File: config.mk
export PLATFORM = sky130hd
export DESIGN_NAME = microcontroller
export DESIGN_NICKNAME = d
export VERILOG_FILES = /design/src/rtl/microcontroller.sv
export SDC_FILE = /design/constraint.sdc
export NUM_CORES = 1
export LEC_CHECK = 0
export CAP_MARGIN = 20
export CORE_MARGIN = 2
export CORE_UTILIZATION = 55
export CTS_BUF_LIST = sky130_fd_sc_hd__clkbuf_16
export DETAILED_ROUTE_END_ITERATION = 8
export PLACE_DENSITY = 0.78
export SLEW_MARGIN = 20
export SYNTH_ARGS = -nofsm -noshare
export SYNTH_HDL_FRONTEND = slang
export SYNTH_SLANG_ARGS = --single-unit
File: constraint.sdc
create_clock -name clock -period 4.1 [get_ports clock]
set_clock_uncertainty 0.15 [all_clocks]
set_input_delay 0.615 -clock clock [delete_from_list [all_inputs] [get_ports clock]]
set_output_delay 0.615 -clock clock [all_outputs]
set_load 0.01 [all_outputs]
File: src/rtl/microcontroller.sv
// Coin-operated washing-machine sequencer: payment, lid interlock, timed wash
// phases, pause/cancel handling, spin rebalancing and motor-fault lockout.
module microcontroller #(
  parameter int PHASE_CYCLES = 4,
  parameter int MAX_REBAL    = 3
) (
  input  logic       clock,
  input  logic       reset_n,
  input  logic       sig_Lid_Closed,
  input  logic       sig_Coin,
  input  logic       sig_Cancel,
  input  logic       sig_Time_Out,
  input  logic       sig_Out_Of_Balance,
  input  logic       sig_Motor_Failure,
  output logic [3:0] state
);

  localparam logic [3:0] IDLE         = 4'd0;
  localparam logic [3:0] PAID         = 4'd1;
  localparam logic [3:0] SOAK         = 4'd2;
  localparam logic [3:0] WASH         = 4'd3;
  localparam logic [3:0] DRAIN1       = 4'd4;
  localparam logic [3:0] RINSE        = 4'd5;
  localparam logic [3:0] DRAIN2       = 4'd6;
  localparam logic [3:0] SPIN         = 4'd7;
  localparam logic [3:0] DONE         = 4'd8;
  localparam logic [3:0] PAUSED       = 4'd9;
  localparam logic [3:0] REBALANCE    = 4'd10;
  localparam logic [3:0] CANCEL_DRAIN = 4'd11;
  localparam logic [3:0] FAULT        = 4'd12;

  localparam int TW = $clog2(PHASE_CYCLES + 1) + 1;
  localparam int CW = $clog2(MAX_REBAL + 1) + 1;
  localparam logic [TW-1:0] TMAX = {TW{1'b1}};

  logic [3:0]    state_reg, state_next;
  logic [3:0]    saved_state_reg, saved_state_next;
  logic [TW-1:0] timer_reg, timer_next;
  logic [TW-1:0] saved_timer_reg, saved_timer_next;
  logic [CW-1:0] rebal_reg, rebal_next;
  logic [TW-1:0] timer_inc;
  logic          timed, phase_done, motor_state, restore;

  always_ff @(posedge clock or negedge reset_n) begin
    if (!reset_n) begin
      state_reg       <= IDLE;
      saved_state_reg <= IDLE;
      timer_reg       <= '0;
      saved_timer_reg <= '0;
      rebal_reg       <= '0;
    end else begin
      state_reg       <= state_next;
      saved_state_reg <= saved_state_next;
      timer_reg       <= timer_next;
      saved_timer_reg <= saved_timer_next;
      rebal_reg       <= rebal_next;
    end
  end

  always_comb begin
    state_next       = state_reg;
    saved_state_next = saved_state_reg;
    saved_timer_next = saved_timer_reg;
    rebal_next       = rebal_reg;
    restore          = 1'b0;
    timed       = ((state_reg >= SOAK) && (state_reg <= SPIN)) ||
                  (state_reg == REBALANCE) || (state_reg == CANCEL_DRAIN);
    motor_state = (state_reg == WASH) || (state_reg == RINSE) ||
                  (state_reg == SPIN) || (state_reg == REBALANCE);
    phase_done  = (timer_reg >= TW'(PHASE_CYCLES - 1)) || sig_Time_Out;
    timer_inc   = (timer_reg == TMAX) ? timer_reg : timer_reg + TW'(1);
    timer_next  = timed ? timer_inc : timer_reg;

    case (state_reg)
      IDLE: begin
        rebal_next = '0;
        if (sig_Coin) state_next = PAID;
      end
      PAID: begin
        if (sig_Cancel)          state_next = IDLE;
        else if (sig_Lid_Closed) state_next = SOAK;
      end
      SOAK, WASH, DRAIN1, RINSE, DRAIN2, SPIN, REBALANCE: begin
        if (motor_state && sig_Motor_Failure) begin
          state_next = FAULT;
        end else if (sig_Cancel) begin
          state_next = CANCEL_DRAIN;
        end else if (!sig_Lid_Closed) begin
          // The cycle in which the lid dropped counts as elapsed phase time.
          state_next       = PAUSED;
          saved_state_next = state_reg;
          saved_timer_next = timer_inc;
        end else if ((state_reg == SPIN) && sig_Out_Of_Balance) begin
          if (rebal_reg >= CW'(MAX_REBAL)) begin
            state_next = FAULT;
          end else begin
            state_next = REBALANCE;
            rebal_next = rebal_reg + CW'(1);
          end
        end else if (phase_done) begin
          case (state_reg)
            SOAK:    state_next = WASH;
            WASH:    state_next = DRAIN1;
            DRAIN1:  state_next = RINSE;
            RINSE:   state_next = DRAIN2;
            DRAIN2:  state_next = SPIN;
            SPIN:    state_next = DONE;
            default: state_next = SPIN;
          endcase
        end
      end
      PAUSED: begin
        if (sig_Cancel) begin
          state_next = CANCEL_DRAIN;
        end else if (sig_Lid_Closed) begin
          state_next = saved_state_reg;
          restore    = 1'b1;
        end
      end
      CANCEL_DRAIN: begin
        if (phase_done) state_next = DONE;
      end
      DONE: begin
        if (!sig_Lid_Closed) state_next = IDLE;
      end
      FAULT: begin
        state_next = FAULT;
      end
      default: begin
        state_next = IDLE;
      end
    endcase

    if (restore)                       timer_next = saved_timer_reg;
    else if (state_next != state_reg)  timer_next = '0;

    if ((state_next == SOAK) && (state_reg != SOAK)) rebal_next = '0;
  end

  always_comb begin
    state = state_reg;
  end

endmodule

# ---- After elaboration in Yosys (flattened, before gate mapping)
# Index checks and enable logic that the tools add are counted.
dict set report classes {
  n_addsub 2
  order_cmp 4
  eq_ne 21
  muxes 29
  bitwise_logic 3
  reduce_logical 17
}
# operator count
set ops {}
lappend ops {{two-way mux 4 bit} 16}
lappend ops {{case mux 4 bit (7 select lines)} 1}
lappend ops {{== test 4 bit, second input constant} 6}
lappend ops {{two-way mux 3 bit} 7}
lappend ops {{case mux 4 bit (5 select lines)} 1}
lappend ops {{== test 4 x 3 -> 1 bit, second input constant} 4}
lappend ops {{inequality test 3 bit, second input constant} 5}
lappend ops {{== test 4 x 2 -> 1 bit, second input constant} 3}
lappend ops {{>= comparator 4 x 2 -> 1 bit, second input constant} 2}
lappend ops {{OR reduction 7 bit} 1}
lappend ops {{logical OR 1 bit} 6}
lappend ops {{case mux 3 bit (2 select lines)} 1}
lappend ops {{AND reduction 6 bit} 1}
lappend ops {{nonzero test 3 bit} 2}
lappend ops {{adder 4 x 1 -> 4 bit, second input constant} 1}
lappend ops {{== test 4 x 1 -> 1 bit, second input constant} 1}
lappend ops {{<= comparator 4 x 3 -> 1 bit, second input constant} 1}
lappend ops {{logical AND 1 bit} 4}
lappend ops {{zero test 4 bit} 1}
lappend ops {{inequality test 4 x 2 -> 1 bit, second input constant} 1}
lappend ops {{inequality test 4 bit} 1}
lappend ops {{AND reduction 4 bit} 1}
lappend ops {{adder 3 x 1 -> 3 bit, second input constant} 1}
lappend ops {{>= comparator 3 x 2 -> 1 bit, second input constant} 1}
lappend ops {{other kinds (3)} 7}
dict set report totals {
  register_bits 19
  elab_cells 81
}

# ---- Longest topological paths before layout
dict set report depth {
  ltp_word 12
  mapped_depth 9
}

# ---- Worst setup path before layout
# Ideal clock, no wire load.
dict set report synth_path {
  path_type {flip-flop to flip-flop}
  start {reg rebal_reg[0]}
  end {reg timer_reg[2]}
  setup_time_ps 66
  arrival_ps 2400
  required_time_ps 3884
  slack_ps 1484
  path_stages_with_launch 10
  synth_period_minus_slack_ps 2616
  cell_sequence {dfrtp_1 > ha_1 > ha_1 > or3b_1 > o32ai_1 > o2bb2ai_1 > a21oi_1 > a2111oi_2 > and2_4 > a32o_2}
}
dict set report synth_via {
  elab_chain_cells 10
  word_cells_on_any_way 11
  cone_classes {order compare: 1; eq/ne: 1; mux: 8; reduce/logical: 1}
}
# element line_no
set synth_rtl {}
lappend synth_rtl {{from (decl)} 40} ;# logic [CW-1:0] rebal_reg, rebal_next;
lappend synth_rtl {{from (signal assigned)} 56} ;# rebal_reg <= rebal_next;
lappend synth_rtl {{>= comparator 3 x 2 -> 1 bit (*)} 94} ;# if (rebal_reg >= CW'(MAX_REBAL)) begin
lappend synth_rtl {{two-way mux 3 bit (*)} 94}
lappend synth_rtl {{two-way mux 4 bit (*)} 93} ;# end else if ((state_reg == SPIN) && sig_Out_Of_Balance) begin
lappend synth_rtl {{two-way mux 4 bit (*)} 88} ;# end else if (!sig_Lid_Closed) begin
lappend synth_rtl {{two-way mux 4 bit (*)} 86} ;# end else if (sig_Cancel) begin
lappend synth_rtl {{two-way mux 4 bit (*)} 84} ;# if (motor_state && sig_Motor_Failure) begin
lappend synth_rtl {{case mux 4 bit (7 select lines) (*)} 74} ;# case (state_reg)
lappend synth_rtl {{inequality test 4 bit (*)} 135} ;# else if (state_next != state_reg) timer_next = '0;
lappend synth_rtl {{two-way mux 4 bit} 135}
lappend synth_rtl {{two-way mux 4 bit} 134} ;# if (restore) timer_next = saved_timer_reg;
lappend synth_rtl {{to (signal assigned)} 54} ;# timer_reg <= timer_next;
lappend synth_rtl {{to (decl)} 38} ;# logic [TW-1:0] timer_reg, timer_next;
# Mark *: on every way between the ends. The rest lies on a longest branch, timed or not.
# A chain may end at the register's enable or synchronous reset.

# ---- Worst setup path after layout
dict set report layout_path {
  start {in sig_Out_Of_Balance}
  end {reg timer_reg[2]}
}
dict set report layout_via {
  elab_chain_cells 9
  word_cells_on_any_way 10
  cone_classes {eq/ne: 1; mux: 7; reduce/logical: 2}
}
# element line_no
set layout_rtl {}
lappend layout_rtl {{from (decl)} 13} ;# input logic sig_Out_Of_Balance,
lappend layout_rtl {{logical AND 1 bit (*)} 93}
lappend layout_rtl {{two-way mux 4 bit (*)} 93}
lappend layout_rtl {{two-way mux 4 bit (*)} 88}
lappend layout_rtl {{two-way mux 4 bit (*)} 86}
lappend layout_rtl {{two-way mux 4 bit (*)} 84}
lappend layout_rtl {{case mux 4 bit (7 select lines) (*)} 74}
lappend layout_rtl {{inequality test 4 bit (*)} 135}
lappend layout_rtl {{two-way mux 4 bit} 135}
lappend layout_rtl {{two-way mux 4 bit} 134}
# Marked as above.

==> summary.txt <==
Clocking
  – Worst-skew pair later-pin latency: 250 ps
  – Post-CTS Resized: 0
  – CTS tree: built
  – Root buf cell: clkbuf_16
  – Postcts setup bufs: 0
  – Clock slew at reported path FFs: 50 ps
  – Clk sinks: 19
  – CTS buffer count: 3
  – H-tree levels: 1
  – # hold bufs at CTS: 0
  – Clk buf depth: 2

Yosys
  – Async set-reset flop share out of synthesis: 100.0%
  – Synthesized area: 1493 um^2
  – #FFs+latches synth: 19
  – Post-synth top area share: 31.85%
  – Synth Net Count: 182
  – Primary FF master, synth: dfrtp_1
  – Post-synth EDFFs: 0
  – Synth warnings: 0
  – Synth cell types: 58
  – Avg Inst Size Synth: 8.729 um^2
  – Seq/Total Area, Yosys: 31.85%
  – Top cells by area, synth: dfrtp_1 (32%), o21ai_0 (6.4%), nand2_1 (3.0%)
  – Cells after synthesis: 171
  – Dominant cell type by area after synthesis: dfrtp_1

Die
  – Die height: 56.10 um
  – Initial core utilization: 59.18%
  – Die area: 3147 um^2
  – Die Wd: 56.10 um
  – Num ports: 12
  – Core Region: 2522 um^2
  – FP Rows: 18

Cells and area
  – Layout fillers: 220
  – Share of layout cells above drive strength 1: 9.770%
  – Area grow syn2layout: 12.07%
  – Diode count: 0
  – Nets: 186

Drt
  – Initial drt markers: 55
  – Total wire length: 3438 um
  – # DRC: 0
  – Post-DRT Antenna Nets: 0
  – Via-to-Cell Ratio: 6.686
  – Vias post-DR: 1364
  – DR WL/cell: 16.85 um
  – First drt pass iteration count: 4

Placed design
  – DP Wirelength: 2531 um
  – Port-buffer cells: 11
  – RD Place Congestion: 0.9360

Timing
  – Fin crit period: 3038 ps
  – Final setup violation count: 0
  – Period utilisation layout: 74.10%
  – Setup TNS: 0 ps
  – RSZ-0062 raised after global routing: false
  – Worst slew pin tran: 822.9 ps
  – Max-slew violation count: 0
  – Fin Hold WS: 335.1 ps
  – Fmax: 329.2 MHz
  – Max transition margin: 44.97%
  – Fin. Hold Viols: 0

Global routing
  – Layer with the highest usage: met2
  – Met2 layer usage reported by global route: 36.47%
  – Total gr overflow: 0
  – Vias in the first global route: 1330
  – First-pass GRT wire length: 5975 um
  – GRT Util Overall: 24.15%
  – Met3 Use GR: 8.837%
  – Initial antenna violation count: 0
  – Met1 Usage GRT: 31.77%
  – Largest net degree at the start of global routing: 29

Power and ir drop
  – P_leak: 0.6836 nW
  – Switching fraction of total power: 43.80%
  – Logic pwr share: 50.6%
  – Clk pwr share: 16.7%
  – VDD IR-drop max: 0.5551 mV
  – Power Density: 694.4 nW/um^2
  – Pint: 0.6528 mW
  – Total chip power: 1.162 mW
  – Power share of the sequential group: 32.8%
  – Sw power: 0.5088 mW

Critical path
  – CP max FO: 4
  – Worst r2r path cells: 7
  – Startpoint Class: input port
  – Crit. End Element: flip-flop
  – Worst EP required: 4140 ps
  – CP Class: in2reg
  – CP arrival: 3080 ps

Flow run
  – Max-Cap Viols: 0

Run status
  – Status: finished clean

Min path
  – Min-Delay Path Depth: 2
  – Hold Path Class: reg2reg
-- synthesized netlist by cell type, types with 3 or more instances --
| cell type | n |
|---|---|
| ha_1 | 3 |
| nand3_1 | 6 |
| dfrtp_1 | 19 |
| mux2i_1 | 3 |
| a32oi_1 | 3 |
| nand2b_1 | 3 |
| clkbuf_1 | 10 |
| o31ai_1 | 3 |
| nor2b_1 | 4 |
| inv_1 | 5 |
| a211oi_1 | 3 |
| nor2_1 | 9 |
| nor3_1 | 4 |
| mux2_2 | 3 |
| o21ai_0 | 19 |
| a21oi_1 | 8 |
| nand2_1 | 12 |
-- layout by cell type (no fill, tap or decap), drive strengths merged, types with 2 or more instances in the layout --
cell           synthesis  layout
o2bb2ai                2       2
o211ai                 2       2
clkbuf                10       3
nand2                 12      12
a211oi                 4       4
a2bb2oi                2       2
a21o                   2       2
clkdlybuf4s50          0      11
nand4                  2       2
a32o                   2       2
a21oi                  8       8
nand3                  6       6
ha                     3       3
a32oi                  3       3
o21ai                 19      19
o31ai                  3       3
nand2b                 3       3
o311ai                 2       2
and2                   4       4
nor2                   9       9
o21a                   2       2
nand3b                 2       2
mux2                   3       3
or4b                   2       2
nor2b                  4       4
nor3                   4       4
a2111oi                2       2
a31oi                  2       2
and3b                  2       2
xnor2                  2       2
inv                    5       6
dfrtp                 19      19
mux2i                  3       3
a21boi                 2       2
-- final timing paths --
path                            slack [ps]               start                 end
worst max-delay path                  1060  sig_Out_Of_Balance        timer_reg[2]
worst min-delay path                   340  saved_timer_reg[0]  saved_timer_reg[0]
worst max register to register        1180            state[3]        timer_reg[2]
worst min register to register         340  saved_timer_reg[0]  saved_timer_reg[0]
max in group asynchronous             2600             reset_n  saved_state_reg[0]
min in group asynchronous              690             reset_n            state[1]
-- per-layer routing --
layer	wire, um	up-vias
met5	0	-
met4	42	0
met3	219	6
met2	1646	43
met1	1529	650
li1	-	665
-- metrics by stage --
step / instance area, um^2 / worst slack, ps / cells / util [%]
CTS: 1673 / 1086 / 204 / 66.32
floorplan: 1493 / 1484 / 171 / -
finish: 1673 / 1062 / 204 / 66.32
detailed placement: 1594 / 839.0 / 200 / 63.19
global route: 1673 / 907.4 / 204 / 66.32
global placement: 1594 / 879.5 / 200 / 63.19
-- power by group through the flow --
stage	clock (mW)	combinational (mW)	sequential (mW)
final	0.194	0.587	0.381
after global routing	0.207	0.646	0.398
after CTS	0.196	0.581	0.377
after detailed placement	0	0.578	0.381
after global placement	0	0.568	0.376
after floorplan	0	0.514	0.297
-- logic make-up after synthesis --
group / after synthesis / synth area share [%]
AOI/OAI and AO/OA: 65 / 31.94
and+or+nand+nor: 58 / 23.30
DFF: 19 / 31.85
buffers and inverters: 17 / 4.359
muxes: 6 / 4.275
xor gates and xnor gates: 3 / 1.761
adders and majority gates: 3 / 2.515
-- layout make-up --
| class | instances | area (um^2) | share of cell area, % |
|---|---|---|---|
| multi-input cells | 135 | 952.2 | 56.92 |
| flip-flops and latches | 19 | 475.5 | 28.42 |
| repair buffers | 11 | 110.1 | 6.582 |
| clock buffers | 3 | 75.07 | 4.488 |
| well taps | 30 | 37.54 | 2.244 |
| inverters | 5 | 18.77 | 1.122 |
| clock inverters | 1 | 3.754 | 0.2244 |
-- worst max-delay path: stages --
cell	delay (ps)
clkdlybuf4s50_1	550
or3b_1	420
o32ai_1	380
o2bb2ai_1	160
a21oi_1	90
a2111oi_2	440
and2_4	250
a32o_2	160
Power figures use the tool's default switching activity.
